### src/rtl/vga_scan_ctrl.sv
// VGA raster timing generator: horizontal/vertical phase FSMs plus pixel/line counters.
// Build option VGA_PIXEL_DIV2_EN: one pixel every second clk; otherwise one pixel per clk.
module vga_scan_ctrl #(
  parameter int H_ACTIVE = 640,
  parameter int H_FP     = 16,
  parameter int H_SYNC   = 96,
  parameter int H_BP     = 48,
  parameter int V_ACTIVE = 480,
  parameter int V_FP     = 10,
  parameter int V_SYNC   = 2,
  parameter int V_BP     = 33
) (
  input  logic        clk,
  input  logic        reset,
  output logic [10:0] posx,
  output logic [10:0] posy,
  output logic        hsync,
  output logic        vsync,
  output logic        video_on,
  output logic        pix_tick,
  output logic        line_end,
  output logic        frame_end
);

  localparam int H_TOTAL = H_ACTIVE + H_FP + H_SYNC + H_BP;
  localparam int V_TOTAL = V_ACTIVE + V_FP + V_SYNC + V_BP;

  localparam logic [10:0] H_LAST       = 11'(H_TOTAL - 1);
  localparam logic [10:0] H_FP_START   = 11'(H_ACTIVE);
  localparam logic [10:0] H_SYNC_START = 11'(H_ACTIVE + H_FP);
  localparam logic [10:0] H_BP_START   = 11'(H_ACTIVE + H_FP + H_SYNC);

  localparam logic [10:0] V_LAST       = 11'(V_TOTAL - 1);
  localparam logic [10:0] V_FP_START   = 11'(V_ACTIVE);
  localparam logic [10:0] V_SYNC_START = 11'(V_ACTIVE + V_FP);
  localparam logic [10:0] V_BP_START   = 11'(V_ACTIVE + V_FP + V_SYNC);

  // State names carry an ST_ prefix because H_FP/H_SYNC/... are already parameters.
  typedef enum logic [1:0] {
    ST_H_ACT  = 2'd0,
    ST_H_FP   = 2'd1,
    ST_H_SYNC = 2'd2,
    ST_H_BP   = 2'd3
  } h_state_e;

  typedef enum logic [1:0] {
    ST_V_ACT  = 2'd0,
    ST_V_FP   = 2'd1,
    ST_V_SYNC = 2'd2,
    ST_V_BP   = 2'd3
  } v_state_e;

  h_state_e    h_state_q, h_state_d;
  v_state_e    v_state_q, v_state_d;
  logic [10:0] posx_q, posx_d;
  logic [10:0] posy_q, posy_d;
  logic        hsync_q, hsync_d;
  logic        vsync_q, vsync_d;
  logic        video_on_q, video_on_d;

`ifdef VGA_PIXEL_DIV2_EN
  logic phase_q, phase_d;

  always_comb begin
    phase_d = ~phase_q;
    if (reset) begin
      phase_d = 1'b0;
    end
  end

  always_ff @(posedge clk) begin
    phase_q <= phase_d;
  end

  assign pix_tick = phase_q;
`else
  assign pix_tick = 1'b1;
`endif

  // Combinational strobes; the reset gate keeps them quiet while reset is held.
  assign line_end  = pix_tick && (posx_q == H_LAST) && !reset;
  assign frame_end = line_end && (posy_q == V_LAST);

  always_comb begin
    posx_d    = posx_q;
    h_state_d = h_state_q;
    hsync_d   = hsync_q;
    if (pix_tick) begin
      posx_d = (posx_q >= H_LAST) ? 11'd0 : posx_q + 11'd1;
      unique case (h_state_q)
        ST_H_ACT:  if (posx_d == H_FP_START)   h_state_d = ST_H_FP;
        ST_H_FP:   if (posx_d == H_SYNC_START) h_state_d = ST_H_SYNC;
        ST_H_SYNC: if (posx_d == H_BP_START)   h_state_d = ST_H_BP;
        ST_H_BP:   if (posx_d == 11'd0)        h_state_d = ST_H_ACT;
        default:                               h_state_d = ST_H_ACT;
      endcase
      hsync_d = (h_state_d != ST_H_SYNC);
    end
    if (reset) begin
      posx_d    = 11'd0;
      h_state_d = ST_H_ACT;
      hsync_d   = 1'b1;
    end
  end

  always_comb begin
    posy_d    = posy_q;
    v_state_d = v_state_q;
    vsync_d   = vsync_q;
    if (line_end) begin
      posy_d = (posy_q >= V_LAST) ? 11'd0 : posy_q + 11'd1;
      unique case (v_state_q)
        ST_V_ACT:  if (posy_d == V_FP_START)   v_state_d = ST_V_FP;
        ST_V_FP:   if (posy_d == V_SYNC_START) v_state_d = ST_V_SYNC;
        ST_V_SYNC: if (posy_d == V_BP_START)   v_state_d = ST_V_BP;
        ST_V_BP:   if (posy_d == 11'd0)        v_state_d = ST_V_ACT;
        default:                               v_state_d = ST_V_ACT;
      endcase
      vsync_d = (v_state_d != ST_V_SYNC);
    end
    if (reset) begin
      posy_d    = 11'd0;
      v_state_d = ST_V_ACT;
      vsync_d   = 1'b1;
    end
  end

  // Derived from the next states so blanking lines up with the registered position.
  always_comb begin
    video_on_d = (h_state_d == ST_H_ACT) && (v_state_d == ST_V_ACT);
  end

  always_ff @(posedge clk) begin
    h_state_q  <= h_state_d;
    v_state_q  <= v_state_d;
    posx_q     <= posx_d;
    posy_q     <= posy_d;
    hsync_q    <= hsync_d;
    vsync_q    <= vsync_d;
    video_on_q <= video_on_d;
  end

  assign posx     = posx_q;
  assign posy     = posy_q;
  assign hsync    = hsync_q;
  assign vsync    = vsync_q;
  assign video_on = video_on_q;

endmodule

### config.mk
export PLATFORM = sky130hd
export DESIGN_NAME = vga_scan_ctrl
export DESIGN_NICKNAME = d
export VERILOG_FILES = /design/src/rtl/vga_scan_ctrl.sv
export SDC_FILE = /design/constraint.sdc
export NUM_CORES = 1
export LEC_CHECK = 0
export ABC_AREA = 0
export BUFFER_PORTS_ARGS = -buffer_cell sky130_fd_sc_hd__buf_2
export CAP_MARGIN = 10
export CORE_AREA = 2 2 65 67
export CTS_BUF_LIST = sky130_fd_sc_hd__clkbuf_8
export DETAILED_ROUTE_END_ITERATION = 10
export DIE_AREA = 0 0 67 69
export PLACE_DENSITY = 0.81
export SLEW_MARGIN = 20
export SYNTH_ARGS = -nofsm -noshare
export SYNTH_HDL_FRONTEND = slang
export SYNTH_SLANG_ARGS = --single-unit
### constraint.sdc
create_clock -name clk -period 2.5 [get_ports clk]
set_input_delay 0.375 -clock clk [delete_from_list [all_inputs] [get_ports clk]]
set_output_delay 0.375 -clock clk [all_outputs]
set_load 0.02 [all_outputs]
==> metrics.txt <==
combinational share of power 6.0%; vias per cell 5.81; skew final 0.0105 ns; hold_buf cts 0; Clock Tree Root clkbuf_8; core box area 3910 µm²; maximum clock insertion buffer count 2; status complete, no violations; # fillers 368; die area 4620 µm²; Startpoint Class register; Area Growth Syn to Fin 20.4%; Post-Syn Nets 260; Mapped Cells 255; row cnt 23; ys flop type dfxtp_1; GRT Util Overall 22.9%; vias 1977; clk slew on worst S/H paths 0.07 ns; CTS tree built; RSZ-0062 raised after global routing no; DR DRC count 0; area occupied by multi-input gates 1300 µm²; PwrDens 471 nW/µm²; WL per Instance 14.4 µm; DIE HEIGHT 69 µm; clk_lat worst skew 0.28 ns; Syn Std Cell Area 1980 µm²; Post-synth EDFFs 0; most frequent cells in the layout 29 x nor2_1, 29 x dfxtp_1, 28 x buf_2, 22 x nand2_1, 19 x buf_4; Worst Tran Pin Value 0.985 ns; Distinct cells, synth 58; TritonCTS buffer count 5; Critical path destination video_on; H-tree depth 2; max-cap viol count 0; sequential area share after synthesis 29.3%; f_max 426 MHz; flop and latch count out of synthesis 29; FFs w/ async S/R, synth 0%; Yosys Warn Count 0; Initial Util 50.5%; CTS sink cnt 29; Slew headroom 34.1%; # IOs 30; GR Overflow Total 0; Critical Path Start posx[0]; register share of total power 42.3%; initial antenna violation count 0; CP endpoint kind register; worst-path fanout max 3; setup violators final 0; Worst Slack Setup Final 0.151 ns; Avg Inst Size Synth 7.76 µm²; reg2reg path depth 8; Final nets 294; TritonRoute pass-1 iters 5; Sw Ratio 20.7%; FF-to-FF Start posx[0]; number of global-route vias before repair 1815; Ant. Diodes 0; DIE WIDTH 67 µm; pin count of the biggest net entering global routing 16; Register Area 581 µm²; final hold violation count 0; net switching power 233 µW; layout cells sized above 1 25.9%; gpl congestion 0.998; antenna viol nets, final 0; Leakage 0.885 nW; final worst path period need 2.35 ns; Setup TNS 0 ns; DRT iter0 DRCs 145; crit path DAT 2.55 ns; Clock power frac 51.7%; hold_ws 0.477 ns; IO buf count 28; first-pass GRT wire length 8400 µm; Final Max Slew Viols 0; internal power 890 µW; period utilization 94.0%; worst path required time 2.70 ns; Min-Delay Path Class input port to register; CP Class register to register; Total Wirelength 4900 µm; Worst R2R Setup Slack 0.15 ns; Peak supply drop 0.000285 V; DP HPWL 3510 µm; end of the worst register-to-register path video_on; dpl ws 0.171 ns
==> critical path: stages, from the launching register on <==
cell,delay [ns]
dfxtp_1,0.32
ha_1,0.31
or4b_1,0.52
o22ai_2,0.16
o31ai_2,0.11
o41a_1,0.34
nand3_1,0.13
a31oi_2,0.12
nor4_2,0.26
==> synthesized netlist by cell type (2+ instances only) <==
library cell / number / share of area, %
buf_2: 5 / 1.3
xnor2_1: 5 / 2.2
clkbuf_1: 10 / 1.9
o21ai_0: 11 / 2.8
nor3_1: 10 / 2.5
a21oi_1: 14 / 3.5
nand4_1: 7 / 2.2
a22oi_1: 2 / 0.76
ha_1: 3 / 1.9
o21a_1: 2 / 0.76
buf_4: 3 / 1.1
buf_6: 2 / 1.1
nor2_1: 29 / 5.5
inv_1: 7 / 1.3
nor4_2: 2 / 1.3
conb_1: 2 / 0.38
nand2_1: 22 / 4.2
nand2b_1: 3 / 0.95
and2_1: 5 / 1.6
nor2b_1: 2 / 0.63
nand4b_1: 3 / 1.3
nor4_1: 6 / 1.9
nand3_1: 12 / 3.0
dfxtp_1: 29 / 29
o211ai_1: 2 / 0.76
xor2_1: 7 / 3.1
o31ai_1: 2 / 0.76
a31o_2: 2 / 0.89
nand3b_1: 4 / 1.5
and3_1: 6 / 1.9
a31oi_1: 8 / 2.5
or3_1: 2 / 0.63
==> per-layer routing <==
layer  routed length (µm)  vias to the layer above  part of all wire [%]  track usage (%)
li1                     -                      990                     -                -
met1                 2360                      907                    48             35.0
met2                 2160                       75                    44             31.4
met3                  328                        5                   6.7             4.24
met4                   49                        0                   1.0             8.62
met5                    0                        -                     0                0
==> sequential cells by signal (all words and copies together), names as in the netlist <==
signal     cells
h_state_q      2
hsync          1
posx          11
posy          11
v_state_q      2
video_on       1
vsync          1
==> power groups by stage <==
stage	Clock, mW	Combinational, mW	Sequential, mW
2_1_floorplan	0	0.0360	0.493
3_3_place_gp	0	0.0634	0.484
3_5_place_dp	0	0.0640	0.485
4_1_cts	0.589	0.0644	0.474
5_1_grt	0.609	0.0747	0.476
6_report	0.581	0.0672	0.475
==> cell families after synthesis <==
| group | count (synthesis) | share of synthesized area, % |
|---|---|---|
| xor gates and xnor gates | 12 | 5.31 |
| muxes | 2 | 1.08 |
| buffers and inverters | 27 | 6.77 |
| adders and majority gates | 3 | 1.90 |
| DFF | 29 | 29.3 |
| AOI/OAI and AO/OA | 60 | 22.4 |
| and+or+nand+nor | 120 | 32.8 |
| other | 2 | 0.380 |
==> per-stage QoR <==
step,instance area [µm²],std cells,utilization [%],power [mW]
CTS,2360,339,60.4,1.13
global route,2380,340,60.9,1.16
global placement,2230,331,57.0,0.548
detailed placement,2230,331,57.0,0.549
finish,2380,340,60.9,1.12
floorplan,2000,255,-,0.529
==> worst min-delay path by stage <==
stage,from,end,slack [ns],cells past startpoint
after global placement,posy[10],posy[10],0.52,1
after global routing,reset,posy[0],0.49,2
after CTS,reset,posy[5],0.48,2
final,reset,posy[5],0.48,2
after detailed placement,posy[10],posy[10],0.53,1
after floorplan,reset,h_state_q[0],0.45,1
==> timing repair <==
action | in CTS | in global routing
resized for setup | 0 | 2
setup endpoints to repair | 0 | 3
setup buffers | 0 | 1
==> final cells by class <==
type | count | share of cell area, %
Inverter | 7 | 1.10
Clock buffer | 5 | 2.89
Tap cell | 50 | 2.63
Clock inverter | 3 | 2.73
Timing Repair Buffer | 47 | 11.9
Multi-Input combinational cell | 199 | 54.4
Sequential cell | 29 | 24.4
(Power assumes the default switching activity.)
